===== src/rtl/conv_pkg.sv =====
// Shared types and constants for the convolution operand sequencer.
package conv_pkg;

  typedef enum logic {LOAD, RUN} seq_state_t;

  localparam int CONV_T = 14;

  function automatic int conv_p(input int n, input int m);
    return n - m + 1;
  endfunction

endpackage


===== src/rtl/conv_operand_buf.sv =====
// Depth-D register file of signed T-bit operands: one synchronous write port, one combinational read port.
module conv_operand_buf #(
  parameter int T = 14,
  parameter int D = 16,
  localparam int AW = (D > 1) ? $clog2(D) : 1
) (
  input  logic                clk_i,
  input  logic                we_i,
  input  logic [AW-1:0]       waddr_i,
  input  logic signed [T-1:0] wdata_i,
  input  logic [AW-1:0]       raddr_i,
  output logic signed [T-1:0] rdata_o
);

  logic signed [T-1:0] mem_q [D];

  always_ff @(posedge clk_i) begin
    if (we_i) mem_q[waddr_i] <= wdata_i;
  end

  assign rdata_o = mem_q[raddr_i];

endmodule


===== src/rtl/conv_operand_seq.sv =====
// Loads x (N samples) and f (M taps), then streams every (x[j+k], f[k]) pair of a valid
// convolution to the MAC through a single valid/ready output register.
module conv_operand_seq
  import conv_pkg::*;
#(
  parameter int T = CONV_T,
  parameter int N = 16,
  parameter int M = 4
) (
  input  logic                clk,
  input  logic                reset,
  input  logic signed [T-1:0] s_x_data,
  input  logic                s_x_valid,
  output logic                s_x_ready,
  input  logic signed [T-1:0] s_f_data,
  input  logic                s_f_valid,
  output logic                s_f_ready,
  output logic signed [T-1:0] mac_a,
  output logic signed [T-1:0] mac_b,
  output logic                mac_valid,
  input  logic                mac_ready,
  output logic                mac_clr,
  output logic                mac_last
);

  localparam int P   = conv_p(N, M);
  localparam int XCW = $clog2(N + 1);
  localparam int FCW = $clog2(M + 1);
  localparam int XAW = (N > 1) ? $clog2(N) : 1;
  localparam int FAW = (M > 1) ? $clog2(M) : 1;
  localparam logic [XCW-1:0] X_FULL = XCW'(N);
  localparam logic [FCW-1:0] F_FULL = FCW'(M);
  localparam logic [FCW-1:0] K_LAST = FCW'(M - 1);
  localparam logic [XCW-1:0] J_LAST = XCW'(P - 1);

  if (M < 1 || M > N) begin : g_param_check
    $error("conv_operand_seq: M must satisfy 1 <= M <= N");
  end

  seq_state_t          state_q, state_d;
  logic [XCW-1:0]      x_cnt_q, x_cnt_d, j_q, j_d;
  logic [FCW-1:0]      f_cnt_q, f_cnt_d, k_q, k_d;
  logic                mac_valid_q, mac_valid_d, mac_clr_q, mac_clr_d, mac_last_q, mac_last_d;
  logic signed [T-1:0] mac_a_q, mac_a_d, mac_b_q, mac_b_d;
  logic signed [T-1:0] x_rdata, f_rdata;
  logic                x_rdy, f_rdy, x_we, f_we;

  conv_operand_buf #(.T(T), .D(N)) u_x_buf (
    .clk_i   (clk),
    .we_i    (x_we),
    .waddr_i (XAW'(x_cnt_q)),
    .wdata_i (s_x_data),
    .raddr_i (XAW'(j_q) + XAW'(k_q)),
    .rdata_o (x_rdata)
  );

  conv_operand_buf #(.T(T), .D(M)) u_f_buf (
    .clk_i   (clk),
    .we_i    (f_we),
    .waddr_i (FAW'(f_cnt_q)),
    .wdata_i (s_f_data),
    .raddr_i (FAW'(k_q)),
    .rdata_o (f_rdata)
  );

  always_comb begin
    state_d     = state_q;
    x_cnt_d     = x_cnt_q;
    f_cnt_d     = f_cnt_q;
    j_d         = j_q;
    k_d         = k_q;
    x_rdy       = 1'b0;
    f_rdy       = 1'b0;
    x_we        = 1'b0;
    f_we        = 1'b0;
    mac_valid_d = mac_valid_q && !mac_ready;
    mac_a_d     = mac_a_q;
    mac_b_d     = mac_b_q;
    mac_clr_d   = mac_clr_q;
    mac_last_d  = mac_last_q;
    case (state_q)
      LOAD: begin
        x_rdy = (x_cnt_q < X_FULL);
        f_rdy = (f_cnt_q < F_FULL);
        x_we  = s_x_valid && x_rdy;
        f_we  = s_f_valid && f_rdy;
        if (x_we) x_cnt_d = x_cnt_q + XCW'(1);
        if (f_we) f_cnt_d = f_cnt_q + FCW'(1);
        if (x_cnt_q == X_FULL && f_cnt_q == F_FULL) state_d = RUN;
      end
      RUN: begin
        // A held pair keeps the register until its handshake completes.
        if (!mac_valid_q || mac_ready) begin
          mac_valid_d = 1'b1;
          mac_a_d     = x_rdata;
          mac_b_d     = f_rdata;
          mac_clr_d   = (k_q == '0);
          mac_last_d  = (k_q == K_LAST);
          if (k_q == K_LAST) begin
            k_d = '0;
            if (j_q == J_LAST) begin
              state_d = LOAD;
              x_cnt_d = '0;
              f_cnt_d = '0;
              j_d     = '0;
            end else begin
              j_d = j_q + XCW'(1);
            end
          end else begin
            k_d = k_q + FCW'(1);
          end
        end
      end
      default: state_d = LOAD;
    endcase
  end

  always_ff @(posedge clk) begin
    if (reset) begin
      state_q     <= LOAD;
      x_cnt_q     <= '0;
      f_cnt_q     <= '0;
      j_q         <= '0;
      k_q         <= '0;
      mac_valid_q <= 1'b0;
      mac_clr_q   <= 1'b0;
      mac_last_q  <= 1'b0;
      mac_a_q     <= '0;
      mac_b_q     <= '0;
    end else begin
      state_q     <= state_d;
      x_cnt_q     <= x_cnt_d;
      f_cnt_q     <= f_cnt_d;
      j_q         <= j_d;
      k_q         <= k_d;
      mac_valid_q <= mac_valid_d;
      mac_clr_q   <= mac_clr_d;
      mac_last_q  <= mac_last_d;
      mac_a_q     <= mac_a_d;
      mac_b_q     <= mac_b_d;
    end
  end

  assign s_x_ready = x_rdy;
  assign s_f_ready = f_rdy;
  assign mac_a     = mac_a_q;
  assign mac_b     = mac_b_q;
  assign mac_valid = mac_valid_q;
  assign mac_clr   = mac_clr_q;
  assign mac_last  = mac_last_q;

endmodule


===== config.mk =====
export PLATFORM = sky130hd
export DESIGN_NAME = conv_operand_seq
export DESIGN_NICKNAME = d
export VERILOG_FILES = /design/src/rtl/conv_pkg.sv /design/src/rtl/conv_operand_buf.sv /design/src/rtl/conv_operand_seq.sv
export SDC_FILE = /design/constraint.sdc
export NUM_CORES = 1
export LEC_CHECK = 0
export CAP_MARGIN = 15
export CORE_MARGIN = 2
export CORE_UTILIZATION = 60
export DETAILED_ROUTE_END_ITERATION = 12
export PLACE_DENSITY_LB_ADDON = 0.12
export RECOVER_POWER = 25
export SLEW_MARGIN = 20
export SYNTH_ARGS = -nofsm -noshare
export SYNTH_HDL_FRONTEND = slang
export SYNTH_SLANG_ARGS = --single-unit

===== constraint.sdc =====
create_clock -name clk -period 7.1 [get_ports clk]
set_input_delay 0.71 -clock clk [delete_from_list [all_inputs] [get_ports clk]]
set_output_delay 0.71 -clock clk [all_outputs]
set_load 0.01 [all_outputs]

==> out/summary.txt <==
Slew Limit Fails: 0
HP Class: register to register
Post-Place Cell Area: 13710 µm²
Power, Total: 0.003882 W
Starting Density: 0.6075
Root Driver: clkbuf_16
# clock sinks: 328
CTS tree: built
Layout Nets: 841
CTS max path bufs: 3
Slew headroom: 0.2842
crit end category: register
Die Height: 149.4 µm
ANT nets after route: 0
vias: 6573
share of layout cells above drive strength 1: 0.1932
first drt pass iteration count: 5
setup TNS: 0 ns
Slew @ Worst Pin: 1.070 ns
core box area: 20890 µm²
Synth Area per Inst: 18.10 µm²
number of gates resized after CTS: 0
post-cts hold buffer count: 0
Max Freq: 307.7 MHz
area of the multi-input gates: 3146 µm²
initial antenna violation count: 2
critical path startpoint category: register
CP Class: register to register
top cell type's share of synthesized area: 0.6626
Post-CTS Setup Inserts: 0
P_leak: 4.847 nW
sequential-to-total area share from yosys stat: 0.7383
wire length per cell: 24.14 µm
CP max stage cell: fa_4
Final Core Density: 0.7068
Fin. Hold Viols: 0
CP Launch Point: k_q[1]
Die Footprint: 22330 µm²
die width: 149.4 µm
Synthesized Nets: 750
worst path required time: 7.49 ns
Routed WL: 26430 µm
Worst Skew: 0.01190 ns
maximum capacitance violations: 0
Buf+Inv Stages, Crit Path: 0
Clock Pin Slew Worst Setup and Hold Paths: 0.06 ns
Remaining DRCs: 0
CP arrival: 3.64 ns
pwr dens: 262.9 nW/µm²
Worst Setup EP: mac_a[10]
final hold slack: 0.4523 ns
r2r startpoint: k_q[1]
Skew-Pair Late Insertion Delay: 0.51 ns
synth top area cells: edfxtp_1 66%, mux4_2 12%, dfxtp_1 7.6%
crit-path max FO: 56
FF-to-FF path depth: 5
CP cell instances: fa_4, mux4_2, nand2_1, a21oi_1, a211o_1
Seq. cell area: 9369 µm²
CTS H-Tree Depth: 2
reg-to-reg critical path endpoint: mac_a[10]
most frequent cells in the layout: 280 x edfxtp_1, 94 x nand2_1, 70 x mux4_2
largest net degree at the start of global routing: 57
synthesized area: 12690 µm²
total grt overflow: 0
cts bufs inserted: 34
vias in the first global route: 6865
final setup violation count: 0
Total Routing Usage GR: 0.2454
Detail Placement HPWL: 15130 µm
Reg2Reg Setup Slack: 3.85 ns
Mapped Cells: 701
Synth cell types: 41
row count: 53
Port Buf Inserts: 65
Tcrit/Tclk final: 0.4577
RSZ-0062 raised after global routing: false
fin area: 14760 µm²
min Tclk post-route: 3.249 ns
Synth Warn #: 0
routed vias/inst: 6.003
DRT iter0 DRCs: 492
register bit total from synthesis: 328
CP max stage delay: 1.60 ns
Peak VDD IR: 0.0001924 V
outcome: finished clean
commonest non-fill, non-tap cell in the layout: edfxtp_1
Fill cells: 1320
GP Congestion: 0.7561
io pins: 66
synthesis-to-finish area growth: 16.35%
CP Depth: 5
leading area contributor after synthesis: edfxtp_1
CP delay by family, top: adder cells
first-pass GRT wire length: 39730 µm
[worst min path at each step]
| stage | cells after the start | from | slack (ns) | to |
|---|---|---|---|---|
| after floorplan | 2 | k_q[2] | 0.45 | k_q[2] |
| after global placement | 2 | mac_clr | 0.44 | mac_clr |
| after detailed placement | 2 | mac_b[10] | 0.45 | mac_b[10] |
| after CTS | 2 | mac_b[10] | 0.46 | mac_b[10] |
| after global routing | 2 | mac_b[10] | 0.47 | mac_b[10] |
| final | 2 | mac_b[10] | 0.45 | mac_b[10] |
[layout make-up]
cell class	instances	area share
sequential	328	0.6346
multi-input combinational	331	0.2131
clock buffer	50	0.06737
timing repair buffer	87	0.05525
tap	275	0.02331
clock inverter	12	0.003559
inverter	10	0.002542
antenna	2	0.0003390
[metrics by stage]
stage | std cells | worst slack [ns]
4_1_cts | 1093 | 3.853
6_report | 1095 | 3.851
5_1_grt | 1095 | 3.741
3_5_place_dp | 1031 | 3.835
3_3_place_gp | 1031 | 3.910
2_1_floorplan | 701 | 4.850
[cells by family (layout without fill, tap and decap cells)]
logic type                 Yosys count  in the layout  synth area share
buffers and inverters               42            159           0.01716
and+or+nand+nor                    161            161           0.05650
AOI/OAI and AO/OA                   72             72           0.03707
adders and majority gates           16             16           0.01637
xor gates and xnor gates             9              9          0.007396
DFF                                328            328            0.7383
other                                0              2                 0
muxes                               73             73            0.1272
[registers in the layout, summed over array words and instances, names as in the netlist]
name,flops
j_q,5
mac_last,1
u_f_buf.mem_q,56
f_cnt_q,3
mac_a,14
mac_clr,1
k_q,3
mac_valid,1
u_x_buf.mem_q,224
state_q,1
mac_b,14
x_cnt_q,5
[worst reg2reg max path, stage by stage, from the launching register on]
cell and delay (ns):
dfxtp_1 0.62, fa_4 1.60, mux4_2 0.45, nand2_1 0.09
a21oi_1 0.10, a211o_1 0.29
[synth_stat cells, drive strengths merged]
library cell / instances
dfxtp: 48
nor3: 2
a21oi: 50
and2: 2
ha: 15
a211oi: 1
mux2i: 3
o21a: 1
and3: 6
nand4: 4
o21ai: 1
xnor2: 4
nor2: 40
clkbuf: 11
nand3: 2
nand2: 94
buf: 21
edfxtp: 280
mux4: 70
fa: 1
nand2b: 6
a2bb2oi: 1
inv: 10
a41oi: 1
o211ai: 2
nor4: 2
or2: 1
xor2: 5
a211o: 14
a21o: 1
nor2b: 1
nand3b: 1
[per-layer routing]
layer  global-route usage  up-vias  wire length, µm
met1               0.3233     3364            10320
li1                     -     2914                -
met3              0.03872       55             1680
met2               0.4144      240            13640
met4               0.1010        0              798
met5                    0        -                0
[report_power, final]
group          internal, W  switching [W]   total, W
logic            0.0000354      0.0000606  0.0000960
registers          0.00212     0.00000884    0.00213
clock network     0.000971       0.000683    0.00165
total              0.00313       0.000753    0.00388
No activity file was read; power rests on OpenSTA's default activity.
